[config.mk]
export PLATFORM = sky130hd
export DESIGN_NAME = uart_core_param
export DESIGN_NICKNAME = d
export VERILOG_FILES = /design/src/rtl/uart_pkg.sv /design/src/rtl/uart_os_tick.sv /design/src/rtl/uart_core_param.sv
export SDC_FILE = /design/constraint.sdc
export NUM_CORES = 1
export LEC_CHECK = 0
export ABC_AREA = 0
export BUFFER_PORTS_ARGS = -buffer_cell sky130_fd_sc_hd__buf_2
export CORE_UTILIZATION = 45
export CTS_CLUSTER_SIZE = 14
export DETAILED_ROUTE_END_ITERATION = 12
export PLACE_DENSITY = 0.66
export SYNTH_ARGS = -nofsm -noshare
export SYNTH_HDL_FRONTEND = slang
export SYNTH_SLANG_ARGS = --single-unit
[constraint.sdc]
create_clock -name clk -period 7.5 [get_ports clk]
set_clock_uncertainty 0.05 [all_clocks]
set_input_delay 1.125 -clock clk [delete_from_list [all_inputs] [get_ports clk]]
set_output_delay 1.125 -clock clk [all_outputs]
set_load 0.02 [all_outputs]
[src/rtl/uart_pkg.sv]
// Shared constants for the UART core: frame-format codes and FSM state encodings.
package uart_pkg;

    localparam logic [1:0] DBITS_5 = 2'b00;
    localparam logic [1:0] DBITS_6 = 2'b01;
    localparam logic [1:0] DBITS_7 = 2'b10;
    localparam logic [1:0] DBITS_8 = 2'b11;

    localparam logic [1:0] PAR_NONE = 2'b00;
    localparam logic [1:0] PAR_EVEN = 2'b01;
    localparam logic [1:0] PAR_ODD  = 2'b10;

    typedef enum logic [2:0] {
        TX_IDLE, TX_START, TX_DATA, TX_PARITY, TX_STOP1, TX_STOP2
    } tx_state_t;

    typedef enum logic [2:0] {
        RX_IDLE, RX_START, RX_DATA, RX_PARITY, RX_STOP
    } rx_state_t;

    function automatic logic par_on(input logic [1:0] p);
        return (p == PAR_EVEN) || (p == PAR_ODD);
    endfunction

    // Index of the last data bit (4..7) for a dbits code.
    function automatic logic [2:0] dbits_last(input logic [1:0] d);
        return {1'b1, d};
    endfunction

    function automatic logic [7:0] dbits_mask(input logic [1:0] d);
        return 8'hFF >> (2'd3 - d);
    endfunction

endpackage

[src/rtl/uart_os_tick.sv]
// Oversampling tick divider: one-cycle pulse every cfg_div+1 clocks.
module uart_os_tick #(
    parameter int DIV_W = 16
) (
    input  logic             clk,
    input  logic             rst,
    input  logic [DIV_W-1:0] cfg_div,
    output logic             os_tick
);

    logic [DIV_W-1:0] cnt;
    logic [DIV_W-1:0] div_q;

    // The period is re-captured only at the wrap so a mid-period change cannot truncate a tick.
    assign os_tick = (cnt >= div_q);

    always_ff @(posedge clk) begin
        if (rst) begin
            cnt   <= '0;
            div_q <= cfg_div;
        end else if (os_tick) begin
            cnt   <= '0;
            div_q <= cfg_div;
        end else begin
            cnt <= cnt + 1'b1;
        end
    end

endmodule

[src/rtl/uart_core_param.sv]
// UART core: one TX and one RX channel sharing an oversampling divider, run-time frame format.
module uart_core_param
    import uart_pkg::*;
#(
    parameter int DIV_W       = 16,
    parameter int OS_RATE     = 16,
    parameter int SYNC_STAGES = 2
) (
    input  logic             clk,
    input  logic             rst,
    input  logic [DIV_W-1:0] cfg_div,
    input  logic [1:0]       cfg_dbits,
    input  logic [1:0]       cfg_par,
    input  logic             cfg_stop2,
    input  logic             tx_valid,
    output logic             tx_ready,
    input  logic [7:0]       tx_data,
    output logic             tx_busy,
    output logic             rs232_tx,
    input  logic             rs232_rx,
    output logic             rx_valid,
    input  logic             rx_ready,
    output logic [7:0]       rx_data,
    output logic             rx_parity_err,
    output logic             rx_frame_err,
    output logic             rx_overrun
);

    localparam int TC_W = $clog2(OS_RATE);
    localparam logic [TC_W-1:0] T_LAST = TC_W'(OS_RATE - 1);
    localparam logic [TC_W-1:0] T_END  = TC_W'(OS_RATE - 2);
    localparam logic [TC_W-1:0] S_LO   = TC_W'(OS_RATE / 2 - 1);
    localparam logic [TC_W-1:0] S_MID  = TC_W'(OS_RATE / 2);
    localparam logic [TC_W-1:0] S_HI   = TC_W'(OS_RATE / 2 + 1);

    logic os_tick;

    uart_os_tick #(.DIV_W(DIV_W)) u_os_tick (
        .clk     (clk),
        .rst     (rst),
        .cfg_div (cfg_div),
        .os_tick (os_tick)
    );

    // ---------------- TX ----------------
    tx_state_t       tx_state, tx_nxt;
    logic            tx_wait, tx_wait_nxt, tx_line_nxt, tx_accept, tx_parity;
    logic [TC_W-1:0] tx_tcnt, tx_tcnt_nxt;
    logic [2:0]      tx_bcnt, tx_bcnt_nxt;
    logic [7:0]      tx_buf;
    logic [1:0]      tx_dbits_q, tx_par_q;
    logic            tx_stop2_q;

    assign tx_ready  = (tx_state == TX_IDLE);
    assign tx_busy   = !tx_ready;
    assign tx_parity = (^tx_buf) ^ (tx_par_q == PAR_ODD);

    // The final stop state ends one tick early so a queued frame starts with no idle gap.
    always_comb begin
        tx_nxt      = tx_state;
        tx_wait_nxt = tx_wait;
        tx_tcnt_nxt = tx_tcnt;
        tx_bcnt_nxt = tx_bcnt;
        tx_line_nxt = rs232_tx;
        tx_accept   = 1'b0;
        if (tx_state == TX_IDLE) begin
            if (tx_valid) begin
                tx_accept   = 1'b1;
                tx_nxt      = TX_START;
                tx_wait_nxt = 1'b1;
            end
        end else if (os_tick) begin
            tx_tcnt_nxt = tx_tcnt + 1'b1;
            if (tx_wait) begin
                tx_wait_nxt = 1'b0;
                tx_line_nxt = 1'b0;
                tx_tcnt_nxt = '0;
            end else if ((tx_state == TX_STOP1 && !tx_stop2_q && tx_tcnt == T_END) ||
                         (tx_state == TX_STOP2 && tx_tcnt == T_END)) begin
                tx_nxt = TX_IDLE;
            end else if (tx_tcnt == T_LAST) begin
                tx_tcnt_nxt = '0;
                case (tx_state)
                    TX_START: begin
                        tx_nxt      = TX_DATA;
                        tx_bcnt_nxt = '0;
                        tx_line_nxt = tx_buf[0];
                    end
                    TX_DATA: begin
                        if (tx_bcnt == dbits_last(tx_dbits_q)) begin
                            tx_nxt      = par_on(tx_par_q) ? TX_PARITY : TX_STOP1;
                            tx_line_nxt = par_on(tx_par_q) ? tx_parity : 1'b1;
                        end else begin
                            tx_bcnt_nxt = tx_bcnt + 3'd1;
                            tx_line_nxt = tx_buf[tx_bcnt + 3'd1];
                        end
                    end
                    TX_PARITY: begin
                        tx_nxt      = TX_STOP1;
                        tx_line_nxt = 1'b1;
                    end
                    TX_STOP1: tx_nxt = TX_STOP2;
                    default:  tx_nxt = TX_IDLE;
                endcase
            end
        end
    end

    always_ff @(posedge clk) begin
        if (rst) begin
            tx_state   <= TX_IDLE;
            tx_wait    <= 1'b0;
            tx_tcnt    <= '0;
            tx_bcnt    <= '0;
            rs232_tx   <= 1'b1;
            tx_buf     <= '0;
            tx_dbits_q <= DBITS_8;
            tx_par_q   <= PAR_NONE;
            tx_stop2_q <= 1'b0;
        end else begin
            tx_state <= tx_nxt;
            tx_wait  <= tx_wait_nxt;
            tx_tcnt  <= tx_tcnt_nxt;
            tx_bcnt  <= tx_bcnt_nxt;
            rs232_tx <= tx_line_nxt;
            if (tx_accept) begin
                tx_buf     <= tx_data & dbits_mask(cfg_dbits);
                tx_dbits_q <= cfg_dbits;
                tx_par_q   <= cfg_par;
                tx_stop2_q <= cfg_stop2;
            end
        end
    end

    // ---------------- RX ----------------
    logic [SYNC_STAGES-1:0] rx_sync;
    logic                   rx_s, rx_prev;

    assign rx_s = rx_sync[SYNC_STAGES-1];

    always_ff @(posedge clk) begin
        if (rst) begin
            rx_sync <= '1;
            rx_prev <= 1'b1;
        end else begin
            rx_sync <= {rx_sync[SYNC_STAGES-2:0], rs232_rx};
            rx_prev <= rx_s;
        end
    end

    rx_state_t       rx_state, rx_nxt;
    logic [TC_W-1:0] rx_tcnt, rx_tcnt_nxt;
    logic [2:0]      rx_bcnt, rx_bcnt_nxt;
    logic [1:0]      rx_votes, rx_votes_nxt;
    logic            rx_maj, rx_start, rx_bit_done, rx_done;
    logic [7:0]      rx_buf;
    logic [1:0]      rx_dbits_q, rx_par_q;
    logic            rx_par_bad, rx_stop_bad, rx_commit;

    // Two votes are banked; the third sample is the live line.
    assign rx_maj = rx_votes[1] | (rx_votes[0] & rx_s);

    always_comb begin
        rx_nxt       = rx_state;
        rx_tcnt_nxt  = rx_tcnt;
        rx_bcnt_nxt  = rx_bcnt;
        rx_votes_nxt = rx_votes;
        rx_start     = 1'b0;
        rx_bit_done  = 1'b0;
        rx_done      = 1'b0;
        if (rx_state == RX_IDLE) begin
            if (rx_prev && !rx_s) begin
                rx_nxt       = RX_START;
                rx_tcnt_nxt  = '0;
                rx_votes_nxt = '0;
                rx_start     = 1'b1;
            end
        end else if (os_tick) begin
            rx_tcnt_nxt = rx_tcnt + 1'b1;
            if (rx_tcnt == S_LO || rx_tcnt == S_MID)
                rx_votes_nxt = rx_votes + {1'b0, rx_s};
            if (rx_tcnt == S_HI) begin
                rx_bit_done  = 1'b1;
                rx_votes_nxt = '0;
                if (rx_state == RX_START && rx_maj)
                    rx_nxt = RX_IDLE;
                if (rx_state == RX_STOP) begin
                    rx_nxt  = RX_IDLE;
                    rx_done = 1'b1;
                end
            end
            if (rx_tcnt == T_LAST) begin
                rx_tcnt_nxt = '0;
                case (rx_state)
                    RX_START: begin
                        rx_nxt      = RX_DATA;
                        rx_bcnt_nxt = '0;
                    end
                    RX_DATA: begin
                        if (rx_bcnt == dbits_last(rx_dbits_q))
                            rx_nxt = par_on(rx_par_q) ? RX_PARITY : RX_STOP;
                        else
                            rx_bcnt_nxt = rx_bcnt + 3'd1;
                    end
                    RX_PARITY: rx_nxt = RX_STOP;
                    default:   ;
                endcase
            end
        end
    end

    always_ff @(posedge clk) begin
        if (rst) begin
            rx_state      <= RX_IDLE;
            rx_tcnt       <= '0;
            rx_bcnt       <= '0;
            rx_votes      <= '0;
            rx_buf        <= '0;
            rx_dbits_q    <= DBITS_8;
            rx_par_q      <= PAR_NONE;
            rx_par_bad    <= 1'b0;
            rx_stop_bad   <= 1'b0;
            rx_commit     <= 1'b0;
            rx_valid      <= 1'b0;
            rx_data       <= '0;
            rx_parity_err <= 1'b0;
            rx_frame_err  <= 1'b0;
            rx_overrun    <= 1'b0;
        end else begin
            rx_state  <= rx_nxt;
            rx_tcnt   <= rx_tcnt_nxt;
            rx_bcnt   <= rx_bcnt_nxt;
            rx_votes  <= rx_votes_nxt;
            rx_commit <= rx_done;
            if (rx_start) begin
                rx_buf     <= '0;
                rx_par_bad <= 1'b0;
                rx_dbits_q <= cfg_dbits;
                rx_par_q   <= cfg_par;
            end
            if (rx_bit_done) begin
                case (rx_state)
                    RX_DATA:   rx_buf[rx_bcnt] <= rx_maj;
                    RX_PARITY: rx_par_bad      <= rx_maj ^ (^rx_buf) ^ (rx_par_q == PAR_ODD);
                    RX_STOP:   rx_stop_bad     <= !rx_maj;
                    default:   ;
                endcase
            end
            // An unread word wins over a new one unless it is popped in the same cycle.
            if (rx_commit) begin
                if (rx_valid && !rx_ready) begin
                    rx_overrun <= 1'b1;
                end else begin
                    rx_data       <= rx_buf;
                    rx_parity_err <= rx_par_bad;
                    rx_frame_err  <= rx_stop_bad;
                    rx_valid      <= 1'b1;
                    rx_overrun    <= 1'b0;
                end
            end else if (rx_valid && rx_ready) begin
                rx_valid   <= 1'b0;
                rx_overrun <= 1'b0;
            end
        end
    end

endmodule

==> metrics.md <==
| Metric | Value |
|---|---|
| Vias | 3879 |
| Ratio of cells with drive above 1 in the final layout | 0.140 |
| Syn. warnings | 0 |
| Global route overflow | 0 |
| # Post-CTS Setup Buffers | 0 |
| Leak | approximately 2.2 nW |
| Pre-CTS WS | about 4.0 ns |
| Worst path depth | 4 |
| #FFs+latches synth | a little under 100 |
| Crit path capture | u_os_tick.div_q[0] |
| Final-report setup violation count | 0 |
| DR pass1 iterations | 4 |
| Total GRT Usage | 0.179 |
| Die Y | roughly 110 µm |
| Mean Syn Cell Area | roughly 9 µm² |
| H-tree depth | 3 |
| Unrepaired setup endpoints after global routing | no |
| F_max | between 300 and 400 MHz |
| # port buffers | 48 |
| Post-synth EDFFs | 16 |
| Clock slew at the register clock pins of the worst setup and hold paths | 0.09 ns |
| First-pass GRT wire length | between 15000 and 20000 µm |
| Final min period | roughly 3.1 ns |
| Detail Route Antenna Nets | 0 |
| Synth-to-layout area growth | 10.6% |
| Startpoint class of the critical path | primary input |
| Post-CTS resize count | 0 |
| Core area | ~0.010 mm² |
| Final Util | 0.519 |
| Syn Inst Count | 541 |
| Most common cell after layout, fill and taps aside | dfxtp_1 |
| Critical Path Sink Type | flop |
| Core Rows | 37 |
| I/O pins | 49 |
| Final Power | ~1.0 mW |
| Async S/R FF share, synth | 0 |
| Root buffer cell | clkbuf_8 |
| CTS tree | yes |
| WP buf/inv | 3 |
| DRC | 0 |
| Starting Density | 0.469 |
| Vias per Instance | between 5 and 6 |
| CP Cell Sequence | buf_2 > buf_4 > inv_1 > nand2_1 |
| Worst hold path type | reg -> reg |
| Flop2flop setup slack | approximately 4.5 ns |
| Crit Path Class | in -> reg |
| Top FF cell, synth | dfxtp_1 |
| Routed wire length | 9450 µm |
| Num CTS Buffers | 9 |
| Pin count of the biggest net entering global routing | 56 |
| Cells on worst reg2reg path | 6 |
| Syn_nets | 603 |
| Placed cell area | 0.00524 mm² |
| Die area | about 0.011 mm² |
| DR WL/cell | about 13 µm |
| Non-Filler Instances | approximately 720 |
| Post-detailed-placement half-perimeter wirelength | 6770 µm |
| Crit-path leading delay family | simple AND/OR/NAND/NOR gates |
| Hold slack | 0.366 ns |
| Sum Neg Setup Slack | 0 ns |
| CP required | ~7.4 ns |
| R2R Path Start | u_os_tick.cnt[6] |
| Top cell type's share of synthesized area | 0.339 |
| Hold-fix buffers, CTS | 0 |
| Headroom to the max-slew limit | 0.225 |
| Clk buf depth | 2 |
| Synth area leaders | dfxtp_1 34%, edfxtp_1 9.8%, ha_1 7.1%, nand2_1 5.0%, a21oi_1 4.2% |
| Peak VDD IR | between 0.00009 and 0.0001 V |
| Slowest-stage cell, CP | nand2_1 |
| Crit path max fanout | 55 |
| N_diodes | 0 |
| Worst-Margin Slew | 1.15 ns |
| Worst Setup SP | rst |
| Most frequent cells in the layout | 83 x dfxtp_1, 65 x nand2_1, 49 x nor2_1 |
| Post-Place Cells | 707 |
| Vias in the first global route | approximately 3700 |
| Final hold vios | 0 |
| DRT iter0 DRCs | ~160 |
| Final WS setup | approximately 4.4 ns |
| Post-synth top area cell | dfxtp_1 |
| Status | finished clean |
| Reg-to-Reg End | u_os_tick.div_q[0] |
| Nets@finish | about 640 |
| Distinct cells, synth | 58 |
| Final Instance Area | 0.00543 mm² |
| Clk sink count | 99 |
| Crit path DAT | ~3 ns |
| Mapped cell area | roughly 0.0049 mm² |
| Antenna violations before repair | 0 |
| GP Congestion | 0.808 |
| Max incr delay on CP | ~0.92 ns |
| Sequential area share after synthesis | 0.437 |
| Die W | 106 µm |
| Clk_lat worst skew | around 0.36 ns |
| Fin crit share | 0.410 |
| Max-slew violations | 0 |
| Pwr per Cell Area | around 190 mW/mm² |
| Max Cap Viol | 0 |
logic make-up after synthesis:
| kind of cell | count (synthesis) | synth area share |
|---|---|---|
| AND/OR/NAND/NOR | 197 | 0.193 |
| XOR/XNOR | 33 | 0.0617 |
| AO/OA/AOI/OAI | 107 | 0.145 |
| adder cells (fa/ha/maj) | 28 | 0.0714 |
| flip-flops | 99 | 0.437 |
| buffers and inverters | 54 | 0.0444 |
| multiplexers | 23 | 0.0477 |
layer usage:
| layer | track usage | up-vias | share of wire |
|---|---|---|---|
| li1 | - | 1978 | - |
| met1 | 0.229 | 1835 | 0.48 |
| met2 | 0.297 | 55 | 0.47 |
| met3 | 0.0215 | 11 | 0.033 |
| met4 | 0.0883 | 0 | 0.016 |
| met5 | 0 | - | 0 |
how the worst min path moves through the flow:
stage | startpoint | end | slack, ns | depth (start not counted)
after detailed placement | rx_sync[0] | rx_sync[1] | 0.35 | 1
after floorplan | rx_sync[0] | rx_sync[1] | 0.34 | 1
after global routing | rx_sync[0] | rx_sync[1] | 0.39 | 1
final | rx_sync[0] | rx_sync[1] | 0.37 | 1
after global placement | rx_sync[0] | rx_sync[1] | 0.35 | 1
after CTS | rx_sync[0] | rx_sync[1] | 0.37 | 1
worst register-to-register path, stage by stage, from the launching register on:
cell,delay [ns]
dfxtp_1,0.42
ha_1,0.27
a21o_1,0.18
a22o_1,0.21
o21ai_0,0.30
o211a_4,0.35
nand2_1,0.69
cell usage after synthesis (all sizes together), types with 4 or more instances:
| library cell | instances |
|---|---|
| nor2b | 4 |
| o211ai | 7 |
| or2 | 5 |
| inv | 35 |
| xnor2 | 21 |
| a21oi | 41 |
| or3 | 6 |
| nand3 | 23 |
| and3 | 10 |
| nor4 | 4 |
| nand2b | 4 |
| nor2 | 49 |
| dfxtp | 83 |
| o21bai | 4 |
| clkbuf | 9 |
| nand4 | 8 |
| o21ai | 24 |
| mux2i | 20 |
| nand2 | 65 |
| o31ai | 4 |
| nor3 | 9 |
| ha | 28 |
| xor2 | 11 |
| buf | 10 |
| edfxtp | 16 |
final cells by class:
class	count	area (µm²)
Sequential cell	99	2140
Clock inverter	3	21.3
Clock buffer	13	169
Timing Repair Buffer	49	248
Tap cell	136	170
Inverter	35	131
Fill cell	1018	5040
Multi-Input combinational cell	388	2540
report_power, final:
group	total [mW]	internal [mW]	switching, mW
sequential	0.577	0.559	0.0181
combinational	0.123	0.0498	0.0728
clock	0.325	0.148	0.177
total	1.02	0.757	0.268
registers in the layout, indices dropped and copies added (netlist names), 2 cells and up:
name             cells
rx_bcnt              3
rx_buf               8
rx_data              8
rx_dbits_q           2
rx_par_q             2
rx_state             3
rx_sync              2
rx_tcnt              4
rx_votes             2
tx_bcnt              3
tx_buf               8
tx_dbits_q           2
tx_par_q             2
tx_state             3
tx_tcnt              4
u_os_tick.cnt       16
u_os_tick.div_q     16
Note: power is estimated with default switching activity, not from simulation.
